**config.mk**
```make
export PLATFORM = sky130hd
export DESIGN_NAME = arcade_inputs
export DESIGN_NICKNAME = d
export VERILOG_FILES = /design/src/rtl/arcade_inputs_pkg.sv /design/src/rtl/arcade_coin_pulse.sv /design/src/rtl/arcade_inputs.sv
export SDC_FILE = /design/constraint.sdc
export NUM_CORES = 1
export LEC_CHECK = 0
export ABC_CLOCK_PERIOD_IN_PS = 6000
export BUFFER_PORTS_ARGS = -buffer_cell sky130_fd_sc_hd__buf_2
export CAP_MARGIN = 10
export CELL_PAD_IN_SITES_DETAIL_PLACEMENT = 0
export CELL_PAD_IN_SITES_GLOBAL_PLACEMENT = 2
export CORE_MARGIN = 5
export CORE_UTILIZATION = 37
export CTS_BUF_LIST = sky130_fd_sc_hd__clkbuf_4
export DETAILED_ROUTE_END_ITERATION = 10
export PLACE_DENSITY_LB_ADDON = 0.1
export SYNTH_ARGS = -nofsm -noshare
export SYNTH_HDL_FRONTEND = slang
export SYNTH_SLANG_ARGS = --single-unit
```
**constraint.sdc**
```tcl
create_clock -name clk_sys -period 6 [get_ports clk_sys]
set_input_delay 0.6 -clock clk_sys [delete_from_list [all_inputs] [get_ports clk_sys]]
set_output_delay 0.6 -clock clk_sys [all_outputs]
set_load 0.03 [all_outputs]
```
**src/rtl/arcade_inputs_pkg.sv**
```systemverilog
// rtl/arcade_inputs_pkg.sv - shared constants and types for the arcade player-input front end
// Joystick bit map, PS/2 scancodes ({extended, code}), coin FSM states and the DIP download index.
package arcade_inputs_pkg;

  localparam int JOY_RIGHT  = 0;
  localparam int JOY_LEFT   = 1;
  localparam int JOY_DOWN   = 2;
  localparam int JOY_UP     = 3;
  localparam int JOY_FIRE   = 4;
  localparam int JOY_BOMB   = 5;
  localparam int JOY_START  = 6;
  localparam int JOY_SELECT = 7;
  localparam int JOY_COIN   = 8;
  localparam int JOY_PAUSE  = 9;

  // Per-player key tables; only players 1 and 2 have direction/fire keys.
  localparam logic [8:0] KEY_UP    [2] = '{9'h075, 9'h02D};
  localparam logic [8:0] KEY_LEFT  [2] = '{9'h06B, 9'h023};
  localparam logic [8:0] KEY_DOWN  [2] = '{9'h072, 9'h02B};
  localparam logic [8:0] KEY_RIGHT [2] = '{9'h074, 9'h034};
  localparam logic [8:0] KEY_FIRE  [2] = '{9'h014, 9'h01C};
  localparam logic [8:0] KEY_BOMB  [2] = '{9'h011, 9'h01B};
  localparam logic [8:0] KEY_START [4] = '{9'h016, 9'h01E, 9'h026, 9'h025};
  localparam logic [8:0] KEY_COIN  [4] = '{9'h02E, 9'h036, 9'h03D, 9'h03E};
  localparam logic [8:0] KEY_SERVICE  = 9'h046;
  localparam logic [8:0] KEY_F3_RESET = 9'h004;

  localparam logic [7:0] DSW_INDEX = 8'd254;

  typedef enum logic [1:0] {
    IDLE,
    ACTIVE,
    WAIT_REL
  } coin_state_t;

  // Arrow keys arrive with or without the extended prefix depending on keypad use.
  function automatic logic key_match(input logic [8:0] key, input logic [8:0] code,
                                     input logic any_ext);
    return (key[7:0] == code[7:0]) && (any_ext || (key[8] == code[8]));
  endfunction

endpackage

```
**src/rtl/arcade_coin_pulse.sv**
```systemverilog
// rtl/arcade_coin_pulse.sv - fixed-width coin pulse with release lockout
// One pulse of COIN_CYCLES cycles per press; the input must drop before another pulse can start.
module arcade_coin_pulse
  import arcade_inputs_pkg::*;
#(
  parameter int COIN_CYCLES = 60000
) (
  input  logic clk_sys,
  input  logic reset,
  input  logic raw,
  output logic pulse
);

  localparam int CW = $clog2(COIN_CYCLES + 1);
  localparam logic [CW-1:0] CNT_LOAD = CW'(COIN_CYCLES - 1);

  coin_state_t   state;
  logic [CW-1:0] cnt;

  always_ff @(posedge clk_sys) begin
    if (reset) begin
      state <= IDLE;
      cnt   <= '0;
      pulse <= 1'b0;
    end else begin
      case (state)
        IDLE: begin
          if (raw) begin
            state <= ACTIVE;
            cnt   <= CNT_LOAD;
            pulse <= 1'b1;
          end
        end
        ACTIVE: begin
          if (cnt == '0) begin
            state <= WAIT_REL;
            pulse <= 1'b0;
          end else begin
            cnt <= cnt - CW'(1);
          end
        end
        WAIT_REL: begin
          if (!raw) state <= IDLE;
        end
        default: begin
          state <= IDLE;
          pulse <= 1'b0;
        end
      endcase
    end
  end

endmodule

```
**src/rtl/arcade_inputs.sv**
```systemverilog
// rtl/arcade_inputs.sv - merges PS/2 keys and joysticks into registered player controls
// Also generates coin pulses, per-player autofire and captures DIP bytes from the ioctl stream.
module arcade_inputs
  import arcade_inputs_pkg::*;
#(
  parameter int NUM_PLAYERS = 2,
  parameter int NUM_DSW     = 2,
  parameter int COIN_CYCLES = 60000,
  parameter int AF_HALF     = 400000
) (
  input  logic                     clk_sys,
  input  logic                     reset,
  input  logic [10:0]              ps2_key,
  input  logic [16*NUM_PLAYERS-1:0] joystick,
  input  logic                     ioctl_wr,
  input  logic [7:0]               ioctl_index,
  input  logic [24:0]              ioctl_addr,
  input  logic [7:0]               ioctl_dout,
  input  logic [NUM_PLAYERS-1:0]   autofire_en,
  output logic [NUM_PLAYERS-1:0]   up,
  output logic [NUM_PLAYERS-1:0]   down,
  output logic [NUM_PLAYERS-1:0]   left,
  output logic [NUM_PLAYERS-1:0]   right,
  output logic [NUM_PLAYERS-1:0]   fire,
  output logic [NUM_PLAYERS-1:0]   bomb,
  output logic [NUM_PLAYERS-1:0]   start,
  output logic [NUM_PLAYERS-1:0]   coin,
  output logic                     service,
  output logic                     key_reset,
  output logic                     pause_btn,
  output logic [8*NUM_DSW-1:0]     dsw,
  output logic                     dsw_valid
);

  localparam int AFW = $clog2(AF_HALF + 1);
  localparam logic [AFW-1:0] AF_LAST = AFW'(AF_HALF - 1);

  // Key latches and DIP state keep power-up values only; game reset must not disturb them.
  logic       old_tgl   = 1'b0;
  logic       k_service = 1'b0;
  logic       k_reset   = 1'b0;
  logic       key_evt;
  logic [8:0] key_code;

  assign key_evt  = old_tgl != ps2_key[10];
  assign key_code = ps2_key[8:0];

  always_ff @(posedge clk_sys) begin
    old_tgl <= ps2_key[10];
    if (key_evt) begin
      if (key_code == KEY_SERVICE)  k_service <= ps2_key[9];
      if (key_code == KEY_F3_RESET) k_reset   <= ps2_key[9];
    end
  end

  logic [NUM_PLAYERS-1:0] pause_raw;

  for (genvar p = 0; p < NUM_PLAYERS; p++) begin : g_player
    logic [15:0] joy;
    logic [5:0]  key_ctl;
    logic        k_start = 1'b0;
    logic        k_coin  = 1'b0;
    logic        select_in;
    logic        unused_joy;

    assign joy          = joystick[16*p +: 16];
    assign pause_raw[p] = joy[JOY_PAUSE];
    assign unused_joy   = ^{joy[15:10], joy[JOY_SELECT]};

    always_ff @(posedge clk_sys) begin
      if (key_evt) begin
        if (key_code == KEY_START[p]) k_start <= ps2_key[9];
        if (key_code == KEY_COIN[p])  k_coin  <= ps2_key[9];
      end
    end

    // key_ctl = {bomb, fire, up, down, left, right}
    if (p < 2) begin : g_keys
      logic [5:0] k_ctl = '0;
      always_ff @(posedge clk_sys) begin
        if (key_evt) begin
          if (key_match(key_code, KEY_RIGHT[p], p == 0)) k_ctl[0] <= ps2_key[9];
          if (key_match(key_code, KEY_LEFT[p],  p == 0)) k_ctl[1] <= ps2_key[9];
          if (key_match(key_code, KEY_DOWN[p],  p == 0)) k_ctl[2] <= ps2_key[9];
          if (key_match(key_code, KEY_UP[p],    p == 0)) k_ctl[3] <= ps2_key[9];
          if (key_match(key_code, KEY_FIRE[p],  1'b0))   k_ctl[4] <= ps2_key[9];
          if (key_match(key_code, KEY_BOMB[p],  1'b0))   k_ctl[5] <= ps2_key[9];
        end
      end
      assign key_ctl = k_ctl;
    end else begin : g_no_keys
      assign key_ctl = '0;
    end

    // Select of the previous player acts as this player's start.
    if (NUM_PLAYERS > 1) begin : g_sel
      assign select_in = joystick[16*((p + NUM_PLAYERS - 1) % NUM_PLAYERS) + JOY_SELECT];
    end else begin : g_no_sel
      assign select_in = 1'b0;
    end

    logic raw_right, raw_left, raw_down, raw_up, raw_fire, raw_bomb, raw_start, raw_coin;

    assign raw_right = joy[JOY_RIGHT] | key_ctl[0];
    assign raw_left  = joy[JOY_LEFT]  | key_ctl[1];
    assign raw_down  = joy[JOY_DOWN]  | key_ctl[2];
    assign raw_up    = joy[JOY_UP]    | key_ctl[3];
    assign raw_fire  = joy[JOY_FIRE]  | key_ctl[4];
    assign raw_bomb  = joy[JOY_BOMB]  | key_ctl[5];
    assign raw_start = joy[JOY_START] | k_start | select_in;
    assign raw_coin  = joy[JOY_COIN]  | k_coin;

    arcade_coin_pulse #(
      .COIN_CYCLES(COIN_CYCLES)
    ) u_coin (
      .clk_sys(clk_sys),
      .reset  (reset),
      .raw    (raw_coin),
      .pulse  (coin[p])
    );

    logic [AFW-1:0] af_cnt;
    logic [AFW-1:0] af_cnt_n;
    logic           af_phase;
    logic           af_phase_n;
    logic           fire_prev;
    logic [6:0]     ctl_q;

    // Autofire runs regardless of enable so toggling it mid-hold keeps the current phase.
    always_comb begin
      af_cnt_n   = af_cnt;
      af_phase_n = af_phase;
      if (raw_fire && !fire_prev) begin
        af_cnt_n   = '0;
        af_phase_n = 1'b1;
      end else if (raw_fire) begin
        if (af_cnt == AF_LAST) begin
          af_cnt_n   = '0;
          af_phase_n = ~af_phase;
        end else begin
          af_cnt_n = af_cnt + AFW'(1);
        end
      end else begin
        af_cnt_n   = '0;
        af_phase_n = 1'b0;
      end
    end

    always_ff @(posedge clk_sys) begin
      if (reset) begin
        af_cnt    <= '0;
        af_phase  <= 1'b0;
        fire_prev <= 1'b0;
        ctl_q     <= '0;
      end else begin
        af_cnt    <= af_cnt_n;
        af_phase  <= af_phase_n;
        fire_prev <= raw_fire;
        ctl_q     <= {raw_start, raw_bomb,
                      autofire_en[p] ? (raw_fire & af_phase_n) : raw_fire,
                      raw_up, raw_down, raw_left, raw_right};
      end
    end

    assign right[p] = ctl_q[0];
    assign left[p]  = ctl_q[1];
    assign down[p]  = ctl_q[2];
    assign up[p]    = ctl_q[3];
    assign fire[p]  = ctl_q[4];
    assign bomb[p]  = ctl_q[5];
    assign start[p] = ctl_q[6];
  end

  logic pause_q;
  logic service_q;
  logic key_reset_q;

  always_ff @(posedge clk_sys) begin
    if (reset) begin
      pause_q     <= 1'b0;
      service_q   <= 1'b0;
      key_reset_q <= 1'b0;
    end else begin
      pause_q     <= |pause_raw;
      service_q   <= k_service;
      key_reset_q <= k_reset;
    end
  end

  assign pause_btn = pause_q;
  assign service   = service_q;
  assign key_reset = key_reset_q;

  // DIP bytes are kept inverted so a download of 0 means every switch is on.
  logic [8*NUM_DSW-1:0] dsw_q       = '1;
  logic                 dsw_valid_q = 1'b0;
  logic                 dsw_wr;

  assign dsw_wr = ioctl_wr && (ioctl_index == DSW_INDEX) && (ioctl_addr < 25'(NUM_DSW));

  always_ff @(posedge clk_sys) begin
    if (dsw_wr) begin
      for (int n = 0; n < NUM_DSW; n++) begin
        if (ioctl_addr == 25'(n)) dsw_q[8*n +: 8] <= ~ioctl_dout;
      end
      if (ioctl_addr == 25'(NUM_DSW - 1)) dsw_valid_q <= 1'b1;
    end
  end

  assign dsw       = dsw_q;
  assign dsw_valid = dsw_valid_q;

endmodule

```
==> results.toml <==
[finish]
syn_to_final_growth_pct = 18.0
num-fill-cells = 1518
fin_nets = 807
drive_above_1_share_pct = 22.3
layout.cells.non_filler = 914

[drt]
via_per_inst = 5.30
dr.pass1.iters = 5
totalWireLength_um = 13600
top_layer = "met5"
wl_per_cell_um = 14.9
wl_met1_um = 6380
dr_total_vias = 4840
ant_nets = 0
met3_length_um = 793
drtIter0Drc = 280
wl_met2_um = 6280
drc = 0

[logic_synthesis]
ys_ff_latch = 132
synth_cell_type_count = 52
synthCells = 599
synth_top_cell_area_share_pct = 34.2
netlist_area_um2 = 5740
synthArstFlopShare_pct = 0
avgSynthCellArea_um2 = 9.59
syn_nets = 694
yosys-top-cells-area = "dfxtp_1, edfxtp_1, nor2_1"
ys.warnings.count = 0
synth_seq_area_share_pct = 52.0
ys.flop_type = "dfxtp_1"
synth_edf_count = 34
synth_area_leader_cell = "dfxtp_1"

[floorplan]
die_h_um = 135
rows = 45
fp.dieW_um = 135
start_util_pct = 37.8
coreArea_um2 = 15200
boundaryPins = 125
dieArea_um2 = 18100

[run_status]
status = "complete, no violations"

[timing]
relSlewSlack_pct = 28.7
fin_setup_tns_ps = 0
hold_viol = 0
finalCriticalPeriod_ps = 2450
post-route-period-util_pct = 40.9
final.setup.worst_slack_ps = 3550
setup_violations = 0
worstMarginPinSlew_ps = 1060
fmax_mhz = 408
slew_viol_final = 0
clock_skew_ps = 29.9
rsz0062_at_grt = "no"

[job]
drv_cap = 0

[cts]
clk_pin_slew_ps = 120
cts-htree-levels = 4
cts_resized = 0
clk_path_buf_depth = 2
holdBufCountCts = 0
cts_sinks = 132
postCtsSetupRepairBufs = 0
cts_tree = "yes"
numCtsBuffers = 17
root_buffer = "clkbuf_4"
clock_latency_ps = 540

[global_route]
antenna_found_initial = 3
grt_pass1_wl_um = 22300
grt_util_all_layers_pct = 15.3
grt-ovfl-total = 0
grt_pass1_vias = 4591
grt_max_degree = 48

[setup_path]
critPathMaxStageDelay_ps = 740
crit_chain = "inv_1 -> ha_1 -> or3b_2 -> nor4_1 -> buf_4 -> nand2_1 -> a221oi_1"
crit_path_end_kind = "flop"
required_ps = 6440
crit_type = "reg -> reg"
slowest_stage = "nor4_1"
crit_buf_inv = 2
cp_top_family = "simple AND/OR/NAND/NOR gates"
crit_arrival_ps = 2890
cp_max_fo = 7
cp-start-kind = "flop"

[power]
peakVddDrop_uv = 143
p_leak_nw = 2.42
total_power_mw = 1.79
power.density_nw_per_um2 = 264

[placement]
io_buffers = 111
pre_cts_ws_ps = 3430
gp_congestion = 0.790
dpl.cell_count = 881
dpl.hpwl_um = 9780

[hold_path]
holdCritPathClass = "in -> reg"
[final timing paths]
path                                             startpoint                   endpoint  slack (ps)  cells past startpoint
worst max-delay path              g_player[0].u_coin.cnt[0]  g_player[0].u_coin.cnt[0]        3550                      7
worst min-delay path                            ps2_key[10]                    old_tgl         190                      1
worst max register to register    g_player[0].u_coin.cnt[0]  g_player[0].u_coin.cnt[0]        3550                      7
worst min register to register  g_player[1].g_keys.k_ctl[3]       g_player[1].ctl_q[3]         450                      2
[final cells by class]
type	instances	area, um2	area share, %
inverter	26	97.6	1.44
sequential	132	2980	44.0
antenna	1	2.50	0.0369
clock inverter	14	175	2.59
multi-input combinational	420	2560	37.8
tap	188	235	3.47
timing repair buffer	115	586	8.65
clock buffer	18	135	2.00
[cells in the mapped netlist (6+ instances only)]
master,n
o31ai_1,9
nand4_1,16
nor3_1,26
dfxtp_1,98
or4_1,14
nor2_1,87
or2_2,8
ha_1,6
nor2b_1,6
xnor2_1,18
nand2b_1,9
inv_1,26
o21ai_0,21
nand3_1,15
a31oi_1,13
nor4_1,24
and4_1,7
a311oi_1,7
or3_1,23
edfxtp_1,34
xor2_1,10
a21oi_1,26
nand2_1,20
clkbuf_1,13
a211oi_1,8
[per-stage QoR]
step | hold slack [ps] | util [%] | instance area [um2]
final | 190 | 44.6 | 6770
after global routing | 126 | 44.6 | 6770
after CTS | 132 | 44.5 | 6770
after detailed placement | 438 | 42.5 | 6460
after global placement | 427 | 42.5 | 6460
after floorplan | 418 | - | 5740
[placed cells by master (no fill, tap or decap), types with 3 or more instances in the layout]
cell / netlist / final
bufinv_16: 0 / 3
or4_1: 14 / 14
xnor2_1: 18 / 18
nor2b_1: 6 / 6
xor2_1: 10 / 10
nand3_1: 15 / 15
clkbuf_4: 0 / 18
a311oi_1: 7 / 7
o41ai_1: 4 / 4
nand3b_1: 3 / 3
buf_4: 3 / 4
a21oi_1: 26 / 26
nor2_1: 87 / 87
or2_2: 8 / 8
and4_1: 7 / 7
a31oi_1: 13 / 13
ha_1: 6 / 6
inv_6: 0 / 4
and2_1: 4 / 4
o21ai_0: 21 / 21
nand4_1: 16 / 16
dfxtp_1: 98 / 98
nor4bb_1: 3 / 3
edfxtp_1: 34 / 34
nor4_1: 24 / 24
o31ai_1: 9 / 9
or3_1: 23 / 23
nand2_1: 20 / 20
inv_1: 26 / 26
nor3_1: 26 / 26
buf_2: 4 / 111
o211ai_1: 4 / 4
nand4b_1: 5 / 5
nand2b_1: 9 / 9
a211oi_1: 8 / 8
[sequential cells by signal (all words and copies together), names as in the netlist, 2 cells and up]
name / count
g_player.af_cnt: 38
g_player.u_coin.cnt: 32
dsw: 16
g_player.ctl_q: 14
g_player.g_keys.k_ctl: 12
g_player.u_coin.state: 4
g_player.af_phase: 2
g_player.fire_prev: 2
g_player.k_coin: 2
g_player.k_start: 2
g_player.u_coin.pulse: 2
[routing by layer]
| layer | global-route usage, % | vias up |
|---|---|---|
| li1 | - | 2451 |
| met1 | 20.1 | 2263 |
| met2 | 24.1 | 110 |
| met3 | 5.55 | 12 |
| met4 | 4.07 | 4 |
| met5 | 0 | - |
[kinds of logic (layout without fill, tap and decap cells)]
logic type               Yosys count  count (layout)  share of synthesized area [%]
AO/OA/AOI/OAI                    101             101                           11.3
AND/OR/NAND/NOR                  284             284                           27.6
XOR/XNOR                          28              28                           4.27
buffers and inverters             47             173                           3.49
other                              1               2                         0.0653
flip-flops                       132             132                           52.0
adder cells (fa/ha/maj)            6               6                           1.31
[where the power goes]
part / switching (mW) / internal (mW)
registers: 0.0235 / 0.939
clock network: 0.354 / 0.300
logic: 0.107 / 0.0683
total: 0.484 / 1.31
[worst reg2reg max path: cells and delay by family (launching register included)]
family | cells | cell delay (ps)
buffers and inverters | 2 | 350
flip-flops | 1 | 350
adder cells (fa/ha/maj) | 1 | 140
AO/OA/AOI/OAI | 1 | 260
AND/OR/NAND/NOR | 3 | 1270
Power figures use the tool's default switching activity.
